**config.mk**
```make
export PLATFORM = sky130hd
export DESIGN_NAME = fir_sm_fifo
export DESIGN_NICKNAME = d
export VERILOG_FILES = /design/src/rtl/fir_sm_fifo.sv
export SDC_FILE = /design/constraint.sdc
export NUM_CORES = 1
export LEC_CHECK = 0
export ABC_CLOCK_PERIOD_IN_PS = 5810
export BUFFER_PORTS_ARGS = -buffer_cell sky130_fd_sc_hd__buf_4
export CORE_MARGIN = 2
export CORE_UTILIZATION = 50
export CTS_BUF_LIST = sky130_fd_sc_hd__clkbuf_4
export DETAILED_ROUTE_END_ITERATION = 10
export PLACE_DENSITY = 0.67
export SYNTH_ARGS = -nofsm -noshare
export SYNTH_HDL_FRONTEND = slang
export SYNTH_SLANG_ARGS = --single-unit
```
**constraint.sdc**
```tcl
create_clock -name axis_clk -period 5.81 [get_ports axis_clk]
set_input_delay 0.581 -clock axis_clk [delete_from_list [all_inputs] [get_ports axis_clk]]
set_output_delay 0.581 -clock axis_clk [all_outputs]
set_load 0.1 [all_outputs]
```
**src/rtl/fir_sm_fifo.sv**
```systemverilog
// fir_sm_fifo: first-word-fall-through AXI-stream buffer behind the FIR sm_* port,
// with fill level and frame-completion tracking.
module fir_sm_fifo #(
  parameter int pDATA_WIDTH = 32,
  parameter int pDEPTH      = 16,
  parameter int pPTR_WIDTH  = 4
) (
  input  logic                   axis_clk,
  input  logic                   axis_rst,
  input  logic                   clr,
  input  logic                   s_tvalid,
  output logic                   s_tready,
  input  logic [pDATA_WIDTH-1:0] s_tdata,
  input  logic                   s_tlast,
  output logic                   m_tvalid,
  input  logic                   m_tready,
  output logic [pDATA_WIDTH-1:0] m_tdata,
  output logic                   m_tlast,
  output logic [pPTR_WIDTH:0]    level,
  output logic                   frame_done,
  output logic [15:0]            frame_count
);
  logic [pDATA_WIDTH:0] mem [pDEPTH];
  logic [pPTR_WIDTH:0]  wr_ptr, rd_ptr;
  logic                 push, pop, last_pop;
  assign level    = wr_ptr - rd_ptr;
  assign s_tready = level != (pPTR_WIDTH+1)'(pDEPTH);
  assign m_tvalid = level != '0;
  assign push     = s_tvalid & s_tready;
  assign pop      = m_tvalid & m_tready;
  assign last_pop = pop & m_tlast;
  assign {m_tlast, m_tdata} = mem[rd_ptr[pPTR_WIDTH-1:0]];
  // Storage is never reset; stale contents are hidden by m_tvalid.
  always_ff @(posedge axis_clk)
    if (push) mem[wr_ptr[pPTR_WIDTH-1:0]] <= {s_tlast, s_tdata};
  always_ff @(posedge axis_clk) begin
    if (axis_rst) begin
      wr_ptr      <= '0;
      rd_ptr      <= '0;
      frame_done  <= 1'b0;
      frame_count <= '0;
    end else if (clr) begin
      wr_ptr     <= '0;
      rd_ptr     <= '0;
      frame_done <= 1'b0;
    end else begin
      wr_ptr      <= wr_ptr + (pPTR_WIDTH+1)'(push);
      rd_ptr      <= rd_ptr + (pPTR_WIDTH+1)'(pop);
      frame_done  <= last_pop;
      frame_count <= frame_count + 16'(last_pop);
    end
  end
endmodule

```
==> impl_metrics.xml, run 1 <==
<?xml version="1.0" encoding="UTF-8"?>
<metrics>
  <group name="final_layout">
    <metric name="final-instance-count-excl-fill" unit="">1991</metric>
    <metric name="area_delta_synth_final" unit="%">14.59</metric>
    <metric name="nets" unit="">1366</metric>
    <metric name="fin_area" unit="sq mm">0.02503</metric>
    <metric name="drive_gt1_share" unit="%">33.17</metric>
    <metric name="filler_cell_count" unit="">3298</metric>
  </group>
  <group name="setup_path">
    <metric name="worst_r2r_endpoint" unit="">mem[0][16]$_DFFE_PP_</metric>
    <metric name="r2r_setup_slack" unit="ps">1610</metric>
    <metric name="critPathLaunchType" unit="">flop</metric>
    <metric name="crit_path_max_fanout" unit="">115</metric>
    <metric name="cp_data_arrival_time" unit="ps">3900</metric>
    <metric name="timing.setup.critical_path_class" unit="">flop to primary output</metric>
    <metric name="worstReg2RegStart" unit="">rd_ptr[3]$_SDFF_PP0_</metric>
    <metric name="cp-end-kind" unit="">primary output</metric>
    <metric name="worst_ep_required_time" unit="ps">5230</metric>
    <metric name="worstSetupEndpoint" unit="">m_tlast</metric>
    <metric name="crit_start" unit="">rd_ptr[0]$_SDFF_PP0_</metric>
    <metric name="reg2reg_depth" unit="">8</metric>
  </group>
  <group name="timing">
    <metric name="timing_max_transition_violations_final" unit="">0</metric>
    <metric name="clock_skew" unit="ps">49.00</metric>
    <metric name="setup_viol_count_final" unit="">0</metric>
    <metric name="setup_repair_after_global_routing_missed_its_margin" unit="">false</metric>
    <metric name="maxClockFrequency" unit="MHz">223.2</metric>
    <metric name="timing.setup.tns" unit="ps">0</metric>
    <metric name="finalHoldViolCount" unit="">0</metric>
    <metric name="hold-worst-slack" unit="ps">97.66</metric>
    <metric name="maxSlewHeadroom" unit="%">15.94</metric>
    <metric name="finalWorstPathRequiredPeriod" unit="ps">4479</metric>
    <metric name="timing.final.crit_share" unit="%">77.10</metric>
    <metric name="timing_worst_slew_pin_value" unit="ps">1261</metric>
  </group>
  <group name="power">
    <metric name="combPwrFrac" unit="%">8.8</metric>
    <metric name="power.density" unit="mW/mm^2">328.6</metric>
    <metric name="pwr-share-clk" unit="%">37.4</metric>
    <metric name="p_total" unit="mW">8.225</metric>
    <metric name="p_sw" unit="mW">1.984</metric>
    <metric name="power.internal" unit="mW">6.242</metric>
    <metric name="net_switching_share_of_the_total_power" unit="%">24.11</metric>
    <metric name="pwr-share-seq" unit="%">53.8</metric>
    <metric name="power_leakage" unit="nW">8.253</metric>
    <metric name="maximum_resistive_drop_on_vdd" unit="V">0.0001831</metric>
  </group>
  <group name="global_routing">
    <metric name="first_global_vias" unit="">12010</metric>
    <metric name="grt_antenna_before_repair" unit="">1</metric>
    <metric name="grt_first_pass_wirelength" unit="um">70740</metric>
    <metric name="largest_net_degree_at_the_start_of_global_routing" unit="">116</metric>
    <metric name="globalRouteTotalUtil" unit="%">21.29</metric>
    <metric name="globalRouteOverflowTotal" unit="">0</metric>
  </group>
  <group name="clock_tree">
    <metric name="cts_inserted_buffers" unit="">143</metric>
    <metric name="cts_hold_buffers" unit="">0</metric>
    <metric name="cts_tree" unit="">done</metric>
    <metric name="clkLatencyLatePin" unit="ps">800</metric>
    <metric name="post_cts_buffers" unit="">0</metric>
    <metric name="ctsRootBufferMaster" unit="">sky130_fd_sc_hd__clkbuf_4</metric>
    <metric name="clk_pin_slew" unit="ps">70</metric>
    <metric name="cts-htree-levels" unit="">4</metric>
    <metric name="cts.path.max_buffers" unit="">3</metric>
    <metric name="cts.sink_count" unit="">555</metric>
    <metric name="ctsResizeCount" unit="">0</metric>
  </group>
  <group name="synth">
    <metric name="synthCells" unit="">1109</metric>
    <metric name="yosysWarningCount" unit="">0</metric>
    <metric name="cell_types_with_the_largest_area_share_after_synthesis" unit="">sky130_fd_sc_hd__edfxtp_1, sky130_fd_sc_hd__mux4_2, sky130_fd_sc_hd__mux4_1</metric>
    <metric name="synth-edff-count" unit="">528</metric>
    <metric name="synth.ff_latch_count" unit="">555</metric>
    <metric name="netlist.top_cell.by_area" unit="">sky130_fd_sc_hd__edfxtp_1</metric>
    <metric name="netlist_top_cells_count" unit="">sky130_fd_sc_hd__edfxtp_1, sky130_fd_sc_hd__nand2_1, sky130_fd_sc_hd__mux4_2</metric>
    <metric name="ys_seq_area_share" unit="%">75.05</metric>
    <metric name="synthesized_area" unit="sq mm">0.02185</metric>
    <metric name="ys.flop_type" unit="">sky130_fd_sc_hd__edfxtp_1</metric>
    <metric name="synthMostInstantiatedCell" unit="">sky130_fd_sc_hd__edfxtp_1</metric>
    <metric name="asyncSetResetFlopFracSynth" unit="%">0</metric>
    <metric name="synth_top_cell_area_share" unit="%">72.57</metric>
    <metric name="syn_avg_cell_area" unit="sq um">19.70</metric>
    <metric name="syn-num-nets" unit="">1158</metric>
    <metric name="yosysUniqueCellTypes" unit="">45</metric>
  </group>
  <group name="run_status">
    <metric name="status" unit="">finished clean</metric>
  </group>
  <group name="placed_design">
    <metric name="post_dp_cell_area" unit="sq mm">0.02337</metric>
    <metric name="numPlacedInstances" unit="">1757</metric>
    <metric name="portBuffers" unit="">94</metric>
    <metric name="dpl.hpwl" unit="um">26050</metric>
    <metric name="routabilityCongestion" unit="">0.8052</metric>
  </group>
  <group name="drt">
    <metric name="drt-total-wl" unit="um">46210</metric>
    <metric name="via_per_inst" unit="">5.628</metric>
    <metric name="post_drt_wl_per_cell" unit="um">23.21</metric>
    <metric name="dr_total_vias" unit="">11210</metric>
    <metric name="dr.pass1.iters" unit="">5</metric>
    <metric name="route.antenna.remaining_nets" unit="">0</metric>
    <metric name="drt_drc_violations_left" unit="">0</metric>
    <metric name="drt_iter0_markers" unit="">841</metric>
  </group>
  <group name="floorplan">
    <metric name="die_width" unit="um">213.0</metric>
    <metric name="fp.coreArea" unit="sq mm">0.04308</metric>
    <metric name="boundaryPins" unit="">95</metric>
    <metric name="chipHeight" unit="um">213.0</metric>
    <metric name="initial_utilization" unit="%">50.72</metric>
    <metric name="rows" unit="">76</metric>
    <metric name="die_area" unit="sq mm">0.04538</metric>
  </group>
  <group name="worst_hold_path">
    <metric name="holdCritPathClass" unit="">primary input to flop</metric>
  </group>
  <group name="run">
    <metric name="cap_violations" unit="">0</metric>
  </group>
</metrics>
==> power by group through the flow <==
stage          logic [mW]  registers, mW  clock network (mW)
3_3_place_gp        0.722           4.51                   0
5_1_grt             0.761           4.42                3.39
4_1_cts             0.732           4.42                3.19
2_1_floorplan       0.510           4.51                   0
3_5_place_dp        0.730           4.51                   0
6_report            0.722           4.42                3.08
==> registers in the layout (all words and copies together), names as in the netlist <==
signal,count
wr_ptr,5
rd_ptr,5
frame_count,16
frame_done,1
mem,528
==> placed cells by master, fill, tap and decap left out, types with 5 or more instances in the layout <==
cell,instances
sky130_fd_sc_hd__a211oi_4,16
sky130_fd_sc_hd__a21oi_1,9
sky130_fd_sc_hd__a31oi_1,33
sky130_fd_sc_hd__and3_1,34
sky130_fd_sc_hd__buf_4,122
sky130_fd_sc_hd__clkbuf_4,201
sky130_fd_sc_hd__clkinv_1,25
sky130_fd_sc_hd__dfxtp_1,23
sky130_fd_sc_hd__edfxtp_1,528
sky130_fd_sc_hd__ha_1,10
sky130_fd_sc_hd__inv_1,8
sky130_fd_sc_hd__inv_2,5
sky130_fd_sc_hd__mux4_1,27
sky130_fd_sc_hd__mux4_2,104
sky130_fd_sc_hd__nand2_1,146
sky130_fd_sc_hd__nand3_1,17
sky130_fd_sc_hd__nor2_1,25
sky130_fd_sc_hd__xnor2_1,6
sky130_fd_sc_hd__xor2_1,14
==> critical path, stage by stage (launching register included) <==
cell and delay (ps):
sky130_fd_sc_hd__dfxtp_4 610, sky130_fd_sc_hd__buf_12 460, sky130_fd_sc_hd__mux4_2 620, sky130_fd_sc_hd__mux2_2 310, sky130_fd_sc_hd__a22oi_2 340, sky130_fd_sc_hd__inv_1 90
sky130_fd_sc_hd__buf_4 240
==> layer usage <==
| metal | GRT usage, % | up-vias | share of wire (%) |
|---|---|---|---|
| li1 | - | 4978 | - |
| met1 | 28.09 | 5819 | 42 |
| met2 | 35.73 | 345 | 51 |
| met3 | 4.265 | 64 | 5.3 |
| met4 | 7.162 | 0 | 1.6 |
| met5 | 0 | - | 0 |
==> layout make-up <==
| type | count | area (sq um) | share of cell area, % |
|---|---|---|---|
| multi-input combinational | 480 | 5191 | 20.74 |
| tap | 585 | 732.0 | 2.924 |
| sequential | 555 | 16410 | 65.54 |
| timing repair buffer | 126 | 996.0 | 3.978 |
| clock buffer | 201 | 1509 | 6.028 |
| inverter | 11 | 41.29 | 0.1649 |
| clock inverter | 32 | 153.9 | 0.6148 |
| antenna | 1 | 2.502 | 0.009996 |
==> logic make-up after synthesis <==
family | after synthesis | synth area share [%]
AOI/OAI and AO/OA | 69 | 2.159
xor gates and xnor gates | 20 | 0.8018
adders and majority gates | 11 | 0.6643
buffers and inverters | 74 | 2.148
DFF | 555 | 75.05
muxes | 135 | 14.16
and+or+nand+nor | 245 | 5.023
==> through the flow <==
stage | worst slack (ps) | util [%]
floorplan | -786.3 | -
global placement | 1697 | 54.25
detailed placement | 1592 | 54.25
CTS | 1255 | 58.11
global route | 1049 | 58.12
finish | 1331 | 58.12
==> how the worst min path moves through the flow <==
stage,start,end,slack (ps),cells past startpoint
after global routing,s_tdata[0],mem[5][0]$_DFFE_PP_,30,1
after floorplan,wr_ptr[4]$_SDFF_PP0_,wr_ptr[4]$_SDFF_PP0_,500,2
final,s_tdata[27],mem[14][27]$_DFFE_PP_,100,1
after global placement,frame_count[15]$_SDFFE_PP0N_,frame_count[15]$_SDFFE_PP0N_,480,2
after detailed placement,frame_count[15]$_SDFFE_PP0N_,frame_count[15]$_SDFFE_PP0N_,490,2
after CTS,s_tdata[3],mem[13][3]$_DFFE_PP_,4,1
Note: power is estimated with default switching activity, not from simulation.
==> run 2, diff against run 1 <==
--- a/config.mk
+++ b/config.mk
@@ -5,13 +5,14 @@
 export SDC_FILE = /design/constraint.sdc
 export NUM_CORES = 1
 export LEC_CHECK = 0
-export ABC_CLOCK_PERIOD_IN_PS = 5810
+export ABC_AREA = 1
+export ABC_CLOCK_PERIOD_IN_PS = 3700
 export BUFFER_PORTS_ARGS = -buffer_cell sky130_fd_sc_hd__buf_4
 export CORE_MARGIN = 2
 export CORE_UTILIZATION = 50
 export CTS_BUF_LIST = sky130_fd_sc_hd__clkbuf_4
 export DETAILED_ROUTE_END_ITERATION = 10
-export PLACE_DENSITY = 0.67
+export PLACE_DENSITY = 0.69
 export SYNTH_ARGS = -nofsm -noshare
 export SYNTH_HDL_FRONTEND = slang
 export SYNTH_SLANG_ARGS = --single-unit
==> constraint.sdc (replaced) <==
create_clock -name axis_clk -period 3.7 [get_ports axis_clk]
set_input_delay 0.37 -clock axis_clk [delete_from_list [all_inputs] [get_ports axis_clk]]
set_output_delay 0.37 -clock axis_clk [all_outputs]
set_load 0.1 [all_outputs]
==> run 2 against run 1 <==
Effect of this change: critical path depth grew 1; count of clock-buffer cells in the layout down 1; register-to-register slack got worse by 1300 ps; first-iteration DRC count grew 79%; worst hold slack improved by 95 ps; largest cell class unchanged; largest power group unchanged.
==> impl_metrics.xml, run 2 <==
<?xml version="1.0" encoding="UTF-8"?>
<metrics>
  <group name="run_status">
    <metric name="status" unit="">finished clean</metric>
  </group>
  <group name="timing">
    <metric name="setup_ws" unit="ps">162.3</metric>
    <metric name="finalHoldViolCount" unit="">0</metric>
    <metric name="maxClockFrequency" unit="MHz">282.7</metric>
    <metric name="timing_max_transition_violations_final" unit="">0</metric>
    <metric name="maxSlewHeadroom" unit="%">15.54</metric>
    <metric name="timing.final.crit_share" unit="%">95.61</metric>
    <metric name="setup_repair_after_global_routing_missed_its_margin" unit="">true</metric>
    <metric name="finalWorstPathRequiredPeriod" unit="ps">3538</metric>
    <metric name="timing_worst_slew_pin_value" unit="ps">1264</metric>
    <metric name="clock_skew" unit="ps">32.13</metric>
    <metric name="setup_viol_count_final" unit="">0</metric>
  </group>
  <group name="floorplan">
    <metric name="chipHeight" unit="um">215.1</metric>
    <metric name="die_area" unit="sq mm">0.04626</metric>
    <metric name="rows" unit="">77</metric>
    <metric name="initial_utilization" unit="%">50.48</metric>
    <metric name="boundaryPins" unit="">95</metric>
    <metric name="die_width" unit="um">215.1</metric>
    <metric name="fp.coreArea" unit="sq mm">0.04412</metric>
  </group>
  <group name="setup_path">
    <metric name="worstReg2RegStart" unit="">wr_ptr[0]$_SDFF_PP0_</metric>
    <metric name="critPathLaunchType" unit="">flop</metric>
    <metric name="worst_path_max_stage_delay" unit="ps">400</metric>
    <metric name="worstPathCellList" unit="">clkbuf_8, nand2_1, clkinvlp_4, buf_6, nand2_1, nand3_1, buf_4</metric>
    <metric name="timing.setup.critical_path_class" unit="">flop to primary output</metric>
    <metric name="crit_path_max_fanout" unit="">47</metric>
    <metric name="critical_path_slowest_stage_cell" unit="">sky130_fd_sc_hd__clkbuf_8</metric>
    <metric name="worst-path-stages" unit="">7</metric>
    <metric name="crit_start" unit="">rd_ptr[2]$_SDFF_PP0_</metric>
    <metric name="worst_ep_required_time" unit="ps">3330</metric>
    <metric name="cp.buffers_inverters" unit="">4</metric>
    <metric name="cp_data_arrival_time" unit="ps">3170</metric>
    <metric name="r2r_setup_slack" unit="ps">290</metric>
    <metric name="crit_path_frequent_cell" unit="">sky130_fd_sc_hd__nand2_1</metric>
    <metric name="cp-end-kind" unit="">primary output</metric>
    <metric name="worst_r2r_endpoint" unit="">frame_count[12]$_SDFFE_PP0N_</metric>
    <metric name="worstSetupEndpoint" unit="">m_tdata[4]</metric>
    <metric name="critical_path.top_delay_family" unit="">buffers and inverters</metric>
    <metric name="reg2reg_depth" unit="">21</metric>
  </group>
  <group name="clock_tree">
    <metric name="clk_pin_slew" unit="ps">70</metric>
    <metric name="clkLatencyLatePin" unit="ps">940</metric>
    <metric name="ctsRootBufferMaster" unit="">sky130_fd_sc_hd__clkbuf_4</metric>
    <metric name="cts-htree-levels" unit="">4</metric>
    <metric name="post_cts_buffers" unit="">0</metric>
    <metric name="cts_tree" unit="">done</metric>
    <metric name="cts_inserted_buffers" unit="">142</metric>
    <metric name="cts.sink_count" unit="">555</metric>
    <metric name="cts.path.max_buffers" unit="">3</metric>
  </group>
  <group name="power">
    <metric name="maximum_resistive_drop_on_vdd" unit="V">0.0003165</metric>
    <metric name="power.density" unit="mW/mm^2">516.0</metric>
    <metric name="power_leakage" unit="nW">8.905</metric>
  </group>
  <group name="global_routing">
    <metric name="largest_net_degree_at_the_start_of_global_routing" unit="">108</metric>
    <metric name="grt_antenna_before_repair" unit="">2</metric>
    <metric name="globalRouteTotalUtil" unit="%">22.99</metric>
    <metric name="grt_first_pass_wirelength" unit="um">81340</metric>
    <metric name="first_global_vias" unit="">14470</metric>
    <metric name="globalRouteOverflowTotal" unit="">0</metric>
  </group>
  <group name="final_layout">
    <metric name="fin_area" unit="sq mm">0.02567</metric>
    <metric name="layout.cells.most_common" unit="">sky130_fd_sc_hd__edfxtp_1</metric>
    <metric name="most_frequent_cells_in_the_layout" unit="">sky130_fd_sc_hd__edfxtp_1, sky130_fd_sc_hd__nor2_1, sky130_fd_sc_hd__o21ai_0</metric>
    <metric name="area_delta_synth_final" unit="%">15.26</metric>
    <metric name="final-instance-count-excl-fill" unit="">2678</metric>
    <metric name="largest_reg_flops" unit="">528</metric>
    <metric name="nets" unit="">2038</metric>
    <metric name="drive_gt1_share" unit="%">17.82</metric>
  </group>
  <group name="placed_design">
    <metric name="post_dp_cell_area" unit="sq mm">0.02352</metric>
    <metric name="numPlacedInstances" unit="">2399</metric>
    <metric name="dp_slack" unit="ps">425.2</metric>
    <metric name="routabilityCongestion" unit="">0.7973</metric>
    <metric name="dpl.hpwl" unit="um">27970</metric>
    <metric name="portBuffers" unit="">94</metric>
  </group>
  <group name="drt">
    <metric name="dr.pass1.iters" unit="">6</metric>
    <metric name="route.antenna.remaining_nets" unit="">0</metric>
    <metric name="dr_total_vias" unit="">14820</metric>
    <metric name="drt_iter0_markers" unit="">1505</metric>
    <metric name="drt_drc_violations_left" unit="">0</metric>
    <metric name="post_drt_wl_per_cell" unit="um">19.73</metric>
    <metric name="drt-total-wl" unit="um">52840</metric>
    <metric name="via_per_inst" unit="">5.534</metric>
  </group>
  <group name="synth">
    <metric name="netlist_top_cells_count" unit="">sky130_fd_sc_hd__edfxtp_1, sky130_fd_sc_hd__nor2_1, sky130_fd_sc_hd__o21ai_0</metric>
    <metric name="netlist.top_cell.by_area" unit="">sky130_fd_sc_hd__edfxtp_1</metric>
    <metric name="yosysWarningCount" unit="">0</metric>
    <metric name="synth-edff-count" unit="">528</metric>
    <metric name="asyncSetResetFlopFracSynth" unit="%">0</metric>
    <metric name="ys.flop_type" unit="">sky130_fd_sc_hd__edfxtp_1</metric>
    <metric name="synthesized_area" unit="sq mm">0.02228</metric>
    <metric name="yosysUniqueCellTypes" unit="">31</metric>
    <metric name="ys_seq_area_share" unit="%">73.61</metric>
    <metric name="synthCells" unit="">1790</metric>
    <metric name="syn-num-nets" unit="">1839</metric>
    <metric name="synth_top_cell_area_share" unit="%">71.18</metric>
    <metric name="synthMostInstantiatedCell" unit="">sky130_fd_sc_hd__edfxtp_1</metric>
    <metric name="cell_types_with_the_largest_area_share_after_synthesis" unit="">sky130_fd_sc_hd__edfxtp_1, sky130_fd_sc_hd__nor2_1, sky130_fd_sc_hd__o21ai_0</metric>
    <metric name="synth.ff_latch_count" unit="">555</metric>
    <metric name="syn_avg_cell_area" unit="sq um">12.44</metric>
  </group>
  <group name="worst_hold_path">
    <metric name="holdCritPathClass" unit="">primary input to flop</metric>
  </group>
  <group name="run">
    <metric name="cap_violations" unit="">0</metric>
  </group>
</metrics>
[run 2: area by class of cell]
class	count	area (sq um)
flip-flops and latches	555	16410
repair buffers	161	1354
inverters	72	285.3
clock buffers	200	1501
clock inverters	37	230.2
well taps	592	740.7
fillers	3654	18450
diodes	4	10.01
multi-input cells	1057	5146
[run 2: per-layer routing]
metal,up-vias,GRT usage [%],wire [um]
li1,6918,-,-
met1,7248,30.13,22000
met3,89,5.435,3897
met4,0,8.667,992
met5,-,0,0
met2,566,37.54,25950
[run 2: logic make-up (layout without fill, tap and decap cells)]
kind of cell             Yosys count  after routing  synth area share, %
XOR/XNOR                           3              3               0.1180
AO/OA/AOI/OAI                    425            425                10.66
AND/OR/NAND/NOR                  618            618                10.92
flip-flops                       555            555                73.61
buffers and inverters            178            470                4.044
adder cells (fa/ha/maj)           11             11               0.6516
other                              0              4                    0
[run 2: how the worst min path moves through the flow]
stage,startpoint,endpoint,cells past startpoint
global placement,rd_ptr[4]$_SDFF_PP0_,rd_ptr[4]$_SDFF_PP0_,2
floorplan,axis_rst,frame_count[12]$_SDFFE_PP0N_,1
global route,axis_rst,frame_count[2]$_SDFFE_PP0N_,3
CTS,axis_rst,frame_count[2]$_SDFFE_PP0N_,3
detailed placement,wr_ptr[4]$_SDFF_PP0_,wr_ptr[4]$_SDFF_PP0_,2
finish,axis_rst,frame_count[2]$_SDFFE_PP0N_,3
[run 2: worst register-to-register path: cells and delay by family, from the launching register on]
family,cells,cell delay [ps]
fa+ha+maj,3,830
buf+inv,5,830
compound gates,2,240
simple gates,11,1020
flops,1,360
[run 2: power breakdown]
part | switching [mW] | total (mW) | internal, mW
logic | 0.980 | 1.27 | 0.288
registers | 0.0154 | 6.94 | 6.92
clock network | 2.42 | 5.04 | 2.62
[run 2: through the flow]
stage | total power, mW | TNS, ps | hold WS [ps] | util (%)
4_1_cts | 13.36 | 0 | 90.10 | 58.14
3_3_place_gp | 8.294 | 0 | 472.7 | 53.30
5_1_grt | 13.76 | -94.23 | 131.3 | 58.18
2_1_floorplan | 7.991 | 0 | 439.1 | -
6_report | 13.25 | 0 | 192.9 | 58.18
3_5_place_dp | 8.309 | 0 | 489.3 | 53.30
[run 2: timing repair]
action                                 4_1_cts  5_1_grt
resized for setup                            7        4
endpoints found under the hold margin      592        0
setup endpoints to repair                   26        5
hold buffers                                38        0
